==> src/rtl/bp_nonsynth_reset_sequencer_if.sv <==
// Soft re-reset handshake and per-domain reset outputs of the reset sequencer.
// Member names carry the direction suffix as seen from the sequencer.
interface bp_nonsynth_reset_sequencer_if #(
  parameter int num_channels_p = 4
);
  logic                      soft_reset_v_i;
  logic                      soft_reset_ready_o;
  logic [num_channels_p-1:0] channel_mask_i;
  logic [num_channels_p-1:0] reset_o;
  logic                      assert_en_o;
  logic                      done_o;

  modport slave (
    input  soft_reset_v_i,
    input  channel_mask_i,
    output soft_reset_ready_o,
    output reset_o,
    output assert_en_o,
    output done_o
  );

  modport master (
    output soft_reset_v_i,
    output channel_mask_i,
    input  soft_reset_ready_o,
    input  reset_o,
    input  assert_en_o,
    input  done_o
  );
endinterface

==> src/rtl/bp_nonsynth_reset_sequencer.sv <==
// Staggered multi-domain reset sequencer with assertion enable and handshaked
// soft re-reset of a selectable subset of domains.
module bp_nonsynth_reset_sequencer #(
  parameter int num_channels_p   = 4,
  parameter int hold_cycles_p    = 20,
  parameter int stagger_cycles_p = 4,
  parameter int assert_delay_p   = 1
) (
  input  logic                               clk_i,
  input  logic                               reset_n_i,
  bp_nonsynth_reset_sequencer_if.slave       seq_if
);

  localparam int MaxHS  = (hold_cycles_p > stagger_cycles_p) ? hold_cycles_p : stagger_cycles_p;
  localparam int MaxCnt = (MaxHS > assert_delay_p) ? MaxHS : assert_delay_p;
  localparam int CntW   = $clog2(MaxCnt + 1);
  localparam int IdxW   = (num_channels_p > 1) ? $clog2(num_channels_p) : 1;

  localparam logic [CntW-1:0] HoldLast   = CntW'(hold_cycles_p - 1);
  localparam logic [CntW-1:0] StagLast   = CntW'(stagger_cycles_p - 1);
  localparam logic [CntW-1:0] DelayLast  = CntW'(assert_delay_p - 1);
  localparam logic [IdxW-1:0] LastIdx    = IdxW'(num_channels_p - 1);

  typedef enum logic [1:0] {
    S_HOLD,
    S_RELEASE,
    S_SETTLE,
    S_RUN
  } state_e;

  state_e                    state_q, state_d;
  logic [CntW-1:0]           cnt_q, cnt_d;
  logic [IdxW-1:0]           idx_q, idx_d;
  logic [num_channels_p-1:0] mask_q, mask_d;
  logic [num_channels_p-1:0] reset_q, reset_d;
  logic                      run_q, run_d;
  logic                      accept;

  assign accept = run_q & seq_if.soft_reset_v_i;

  always_ff @(posedge clk_i or negedge reset_n_i) begin
    if (!reset_n_i) begin
      state_q <= S_HOLD;
      cnt_q   <= '0;
      idx_q   <= '0;
      mask_q  <= '1;
      reset_q <= '1;
      run_q   <= 1'b0;
    end else begin
      state_q <= state_d;
      cnt_q   <= cnt_d;
      idx_q   <= idx_d;
      mask_q  <= mask_d;
      reset_q <= reset_d;
      run_q   <= run_d;
    end
  end

  // Each release slot clears its channel on entry; the last channel's slot
  // hands straight over to SETTLE so done follows the final release by assert_delay_p.
  always_comb begin
    state_d = state_q;
    cnt_d   = cnt_q;
    idx_d   = idx_q;
    mask_d  = mask_q;
    reset_d = reset_q;
    run_d   = run_q;

    case (state_q)
      S_HOLD: begin
        if (cnt_q == HoldLast) begin
          cnt_d = '0;
          idx_d = '0;
          if (mask_q[0]) reset_d[0] = 1'b0;
          state_d = (num_channels_p == 1) ? S_SETTLE : S_RELEASE;
        end else begin
          cnt_d = cnt_q + 1'b1;
        end
      end

      S_RELEASE: begin
        if (cnt_q == StagLast) begin
          cnt_d = '0;
          idx_d = idx_q + 1'b1;
          for (int k = 0; k < num_channels_p; k++) begin
            if ((IdxW'(k) == idx_d) && mask_q[k]) reset_d[k] = 1'b0;
          end
          if (idx_d == LastIdx) state_d = S_SETTLE;
        end else begin
          cnt_d = cnt_q + 1'b1;
        end
      end

      S_SETTLE: begin
        if (cnt_q == DelayLast) begin
          cnt_d   = '0;
          run_d   = 1'b1;
          state_d = S_RUN;
        end else begin
          cnt_d = cnt_q + 1'b1;
        end
      end

      S_RUN: begin
        // An empty mask is accepted but leaves every domain running.
        if (accept) begin
          mask_d = seq_if.channel_mask_i;
          if (|seq_if.channel_mask_i) begin
            reset_d = reset_q | seq_if.channel_mask_i;
            run_d   = 1'b0;
            cnt_d   = '0;
            state_d = S_HOLD;
          end
        end
      end

      default: begin
        state_d = S_HOLD;
        cnt_d   = '0;
      end
    endcase
  end

  assign seq_if.reset_o            = reset_q;
  assign seq_if.soft_reset_ready_o = run_q;
  assign seq_if.assert_en_o        = run_q;
  assign seq_if.done_o             = run_q;

endmodule

==> src/flat_wrapper.sv <==
// flat-port wrapper written by rule: the top's interface ports become plain ports
module bp_nonsynth_reset_sequencer_flat 
#(
  parameter int num_channels_p   = 4,
  parameter int hold_cycles_p    = 20,
  parameter int stagger_cycles_p = 4,
  parameter int assert_delay_p   = 1
)
  (clk_i, reset_n_i, seq_if_soft_reset_v_i, seq_if_channel_mask_i, seq_if_soft_reset_ready_o, seq_if_reset_o, seq_if_assert_en_o, seq_if_done_o);
  bp_nonsynth_reset_sequencer_if #(.num_channels_p(num_channels_p)) seq_if_i ();
  input  logic clk_i;
  input  logic reset_n_i;
  input wire logic [$bits(seq_if_i.soft_reset_v_i)-1:0] seq_if_soft_reset_v_i;
  input wire logic [$bits(seq_if_i.channel_mask_i)-1:0] seq_if_channel_mask_i;
  output wire logic [$bits(seq_if_i.soft_reset_ready_o)-1:0] seq_if_soft_reset_ready_o;
  output wire logic [$bits(seq_if_i.reset_o)-1:0] seq_if_reset_o;
  output wire logic [$bits(seq_if_i.assert_en_o)-1:0] seq_if_assert_en_o;
  output wire logic [$bits(seq_if_i.done_o)-1:0] seq_if_done_o;
  assign seq_if_i.soft_reset_v_i = seq_if_soft_reset_v_i;
  assign seq_if_i.channel_mask_i = seq_if_channel_mask_i;
  assign seq_if_soft_reset_ready_o = seq_if_i.soft_reset_ready_o;
  assign seq_if_reset_o = seq_if_i.reset_o;
  assign seq_if_assert_en_o = seq_if_i.assert_en_o;
  assign seq_if_done_o = seq_if_i.done_o;
  bp_nonsynth_reset_sequencer #(.num_channels_p(num_channels_p), .hold_cycles_p(hold_cycles_p), .stagger_cycles_p(stagger_cycles_p), .assert_delay_p(assert_delay_p)) u_core (.clk_i(clk_i), .reset_n_i(reset_n_i), .seq_if(seq_if_i));
endmodule
==> config.mk <==
export PLATFORM = sky130hd
export DESIGN_NAME = bp_nonsynth_reset_sequencer_flat
export DESIGN_NICKNAME = d
export VERILOG_FILES = /design/src/rtl/bp_nonsynth_reset_sequencer_if.sv /design/src/rtl/bp_nonsynth_reset_sequencer.sv /design/src/flat_wrapper.sv
export SDC_FILE = /design/constraint.sdc
export NUM_CORES = 1
export LEC_CHECK = 0
export ABC_AREA = 1
export BUFFER_PORTS_ARGS = -buffer_cell sky130_fd_sc_hd__buf_4
export CORE_MARGIN = 1
export CORE_UTILIZATION = 59
export DETAILED_ROUTE_END_ITERATION = 7
export GPL_ROUTABILITY_DRIVEN = 1
export HOLD_SLACK_MARGIN = 0.12
export PLACE_DENSITY = 0.88
export SKIP_LAST_GASP = 1
export SYNTH_ARGS = -nofsm -noshare
export SYNTH_HDL_FRONTEND = slang
export SYNTH_SLANG_ARGS = --single-unit
==> constraint.sdc <==
create_clock -name clk_i -period 2.3 [get_ports clk_i]
set_clock_uncertainty 0.15 [all_clocks]
set_input_delay 0.345 -clock clk_i [delete_from_list [all_inputs] [get_ports clk_i]]
set_output_delay 0.345 -clock clk_i [all_outputs]
set_load 0.03 [all_outputs]
Yosys cells after proc, flatten, opt, wreduce, memory -nomap -nowiden

Cells that the tools add are included.

Register bits after elaboration: 18
Output and inout port bits: 7
Input bits: 7
Word-level logic and storage cells: 85

Bitwise gates (word level): 2
Muxes and demuxes: 31
Equal/unequal tests: 20
$add $sub $neg: 2
Reductions and logical operators: 21

Operator list:

| operator            | number |
|---|---|
| $mux 5              | 5 |
| $ne 2x1->1 const B  | 11 |
| $pmux 5 s4          | 1 |
| $mux 2              | 8 |
| $reduce_and 5->1    | 3 |
| $mux 4              | 3 |
| $mux 1              | 9 |
| $pmux 2 s4          | 1 |
| $reduce_and 7->1    | 1 |
| $eq 2x2->1 const B  | 3 |
| $pmux 3 s2          | 1 |
| $reduce_and 6->1    | 1 |
| $reduce_bool 2->1   | 3 |
| $add 5x1->5 const B | 1 |
| $eq 5x2->1 const B  | 1 |
| $eq 5x5->1 const B  | 1 |
| $logic_not 5->1     | 1 |
| $eq 2x2->1 const A  | 2 |
| $logic_and 1x1->1   | 4 |
| $logic_not 2->1     | 2 |
| $or 4x4->4          | 1 |
| $pmux 2 s2          | 1 |
| $reduce_and 2->1    | 2 |
| $reduce_and 4->1    | 1 |
| 9 further kinds     | 9 |

Longest topological paths before layout

Word-level depth: 6
Mapped depth: 11
Gate-level depth less buffers: 11

Worst setup path after synthesis

No wires, ideal clock.

Path type: register -> register
Start point: register u_core.state_q[0]
End point: register u_core.state_q[0]
Path buffers: 0
Arrival: 1.228 ns
Period minus slack after synthesis: 1.494 ns
Library setup time: 0.117 ns
Required time: 2.033 ns
Slack: 0.806 ns
Cell stages (with the launch flop): 8
Path through: dfrtp_1 -> ha_1 -> nand2_1 -> nand2_4 -> nor2_8 -> nand2_1 -> nand2_1 -> nand2_1

Longest elaborated chain between the ends: 3
Elaborated cells between the ends (all ways): 12
Classes of those cells: eq/ne (9); mux (1); reduce/logical (2)

Ends and longest elaborated chain:

| element                            | line                              | text |
|---|---|---|
| from (decl)                        | bp_nonsynth_reset_sequencer.sv:31 | `state_e state_q, state_d;` |
| from (signal assigned)             | bp_nonsynth_reset_sequencer.sv:50 | `state_q <= state_d;` |
| $eq 2x1->1 (tied with other cells) | bp_nonsynth_reset_sequencer.sv:69 | `case (state_q)` |
| $ne 2x1->1 (no source line)        | -                                 |  |
| $reduce_and 6->1 (no source line)  | -                                 |  |

Several ways; a longest one is shown, not always the timed one.
A chain may end at the register's enable or synchronous reset.

Final worst setup path

Start point: register u_core.state_q[1]
End point: register u_core.reset_q[3], in the netlist u_core.seq_if.reset_o[3]

Longest elaborated chain between the ends: 3
Elaborated cells between the ends (all ways): 9
Classes of those cells: eq/ne (6); mux (1); reduce/logical (2)

Ends and longest elaborated chain:

| element                                                          | line                              | text |
|---|---|---|
| $eq 2x1->1 or $eq 2x2->1 (tied branches)                         | bp_nonsynth_reset_sequencer.sv:69 |  |
| $ne 2x1->1 (no source line) or $reduce_bool 2->1 (tied branches) | -                                 |  |
| $reduce_and 5->1 (no source line)                                | -                                 |  |
| to (signal assigned)                                             | bp_nonsynth_reset_sequencer.sv:54 | `reset_q <= reset_d;` |
| to (decl)                                                        | bp_nonsynth_reset_sequencer.sv:35 | `logic [num_channels_p-1:0] reset_q, reset_d;` |

Several ways; a longest one is shown, not always the timed one.

==> metrics <==
outcome=completed; WP data arrival=1.86 ns; cts bufs inserted=3; die area=2270 um2; Data required, critical path=2.39 ns; H-tree Lvls=1; Worst path top cell family by delay=flip-flops; Most common cell on crit path=nand2_1; flop-to-flop setup slack=0.53 ns; Die Height=47.6 um; Initial DRT Pass Iterations=4; # nets final=191; initial antenna violation count=0; Mapped Nets=175; I/O pins=14; hold_buf cts=1; first-pass GRT wire length=3800 um; vias=1039; crit path kind=register to register; min setup slack post-route=0.529 ns; Worst R2R End=u_core.seq_if.reset_o[3]; worst vdd ir=0.860 mV; xor-xnor portion of the synthesized cell area=0; cell taking the most area after synthesis=dfrtp_1; Slowest cell on crit path=dfrtp_1; Period minus WS final=1.77 ns; Critical Path Start=u_core.state_q[1]; Power Density=1430 nW/um2; Sw Share=0.500; max_cap viols=0; Crit. End Element=register; #FFs+latches synth=18; max-slew violations=0; simple-gate area share of the yosys netlist=0.347; footprint of the multi-input gates=669 um2; CTS tree=yes; gpl congestion=0.854; yosys warns=0; Reg area=460 um2; Compound-Gate Fraction of Synth Area=0.0591; CP Cell Sequence=inv_1 > ha_1 > nor2_1 > a21oi_1 > nand2_1 > o21ai_0 > nand2_1; ANT cells=0; main flop type after synthesis=dfrtp_1; drt via density=5.22; total congestion overflow=0; Post-synth EDFFs=0; row count=16; final antenna-violating net count=0; Clk network pwr share=0.083; clock slew at reported path FFs=0.11 ns; Placed Cells=195; top-area cell type share of the netlist area=0.204; Synth Area per Inst=7.78 um2; sequential fraction of the synthesis area=0.375; Final Setup Violations=0; CP Max Fanout=10; number of setup buffers added after CTS=0; Worst-Margin Slew=0.364 ns; Buffers on Ports=13; largest net degree at the start of global routing=19; worst hold-check path type=primary input to register; Power Internal=0.981 mW; critical path startpoint category=register; gr usage total=0.244; sequential power share=0.321; CTS resizes=0; clk root buf=clkbuf_4; post-DP HPWL=1950 um; Fillers=160; Initial Utilization=0.626; Gate Count Post-Synth=158; f_max=565 MHz; total stage count of the critical path=7; main combinational cell family by area after synthesis=simple AND/OR/NAND/NOR gates; number of global-route vias before repair=923; Sw Pwr=0.979 mW; Leakage=0.691 nW; area grow syn2layout=11.7%; Synth async-reset ratio=1.00; Detailed Route WL=2490 um; Worst-Skew Late Latency=0.30 ns; commonest non-fill, non-tap cells in the layout=nand2_1 (44), inv_1 (19), nor2_1 (18), buf_4 (13); drt wl/cell=12.5 um; fin cells=199; RSZ-0062 raised after global routing=no; Rel. slew slack=0.756; layout cell share with drive strength beyond 1=0.250; die width=47.6 um; # DRC=0; Crit path buffers/inverters=1; top post-synthesis cells by area=dfrtp_1 (20%), dfstp_2 (17%), nand2_1 (13%); Synth Cell Area=1230 um2; Yosys cell types=23; Gate power share=0.596; crit-path max cell delay=0.43 ns; post-synthesis mux area share=0.0367; Floorplan Core Area=1960 um2; final hold violation count=0; CP Capture Point=u_core.seq_if.reset_o[3]; most common cell after layout, fill and taps aside=nand2_1; Min-Delay Path Depth=2; Max clock buf depth=2; TNS Setup=0 ns; reg2reg path depth=7; pre-CTS setup slack=0.587 ns; Placed Area=1340 um2; Iteration-0 DRC Markers=35; Reg-to-Reg Start=u_core.state_q[1]; Synth Area in Adders=0.102; CTS Sinks=18; design area=1370 um2; Final Cycle Share=0.770
==> cell usage after synthesis, drive strengths merged, types with 3 or more instances <==
cell,instances
o21ai,7
inv,21
nor2,23
mux2,4
dfrtp,10
buf,3
nand4,3
nand3,11
ha,10
nand2,50
a21oi,6
dfstp,8
==> layout make-up <==
class,instances,area share
well taps,27,0.0246
multi-input cells,116,0.488
clock buffers,3,0.0164
inverters,21,0.0574
flip-flops and latches,18,0.335
repair buffers,14,0.0784
==> flip-flops by register name (all words and copies together) (netlist names) <==
register,cells
u_core.seq_if.reset_o,4
u_core.cnt_q,5
u_core.state_q,2
u_core.seq_if.assert_en_o,1
u_core.mask_q,4
u_core.idx_q,2
==> metal layers <==
layer / track usage / share of wire / vias up / wire length [um]
met5: 0 / 0 / - / 0
met4: 0.106 / 0.022 / 0 / 55
met3: 0.0566 / 0.028 / 6 / 70
met2: 0.414 / 0.51 / 22 / 1280
met1: 0.297 / 0.43 / 487 / 1080
li1: - / - / 524 / -
==> worst min path at each step <==
stage                                   startpoint          endpoint
after global placement                   reset_n_i   u_core.idx_q[1]
final                     seq_if_channel_mask_i[3]  u_core.mask_q[3]
after CTS                 seq_if_channel_mask_i[2]  u_core.mask_q[2]
after detailed placement                 reset_n_i   u_core.idx_q[0]
after global routing      seq_if_channel_mask_i[3]  u_core.mask_q[3]
after floorplan                          reset_n_i   u_core.cnt_q[0]
==> cell families (layout without fill, tap and decap cells) <==
family / Yosys count / in the layout
buffers and inverters: 24 / 38
DFF: 18 / 18
AOI/OAI and AO/OA: 14 / 14
adders and majority gates: 10 / 10
and+or+nand+nor: 88 / 88
muxes: 4 / 4
==> power groups by stage <==
stage | clock network, mW | registers (mW) | logic [mW]
detailed placement | 0 | 0.631 | 1.16
CTS | 0.159 | 0.627 | 1.17
floorplan | 0 | 0.695 | 0.820
global placement | 0 | 0.623 | 1.11
finish | 0.162 | 0.628 | 1.17
global route | 0.175 | 0.652 | 1.31
==> metrics by stage <==
| step | hold WS (ns) | total power, mW | utilization |
|---|---|---|---|
| detailed placement | 0.0773 | 1.79 | 0.683 |
| floorplan | -0.101 | 1.51 | - |
| CTS | 0.163 | 1.96 | 0.700 |
| global placement | 0.0728 | 1.73 | 0.683 |
| global route | 0.152 | 2.14 | 0.700 |
| finish | 0.160 | 1.96 | 0.700 |
Note: power is estimated with default switching activity, not from simulation.
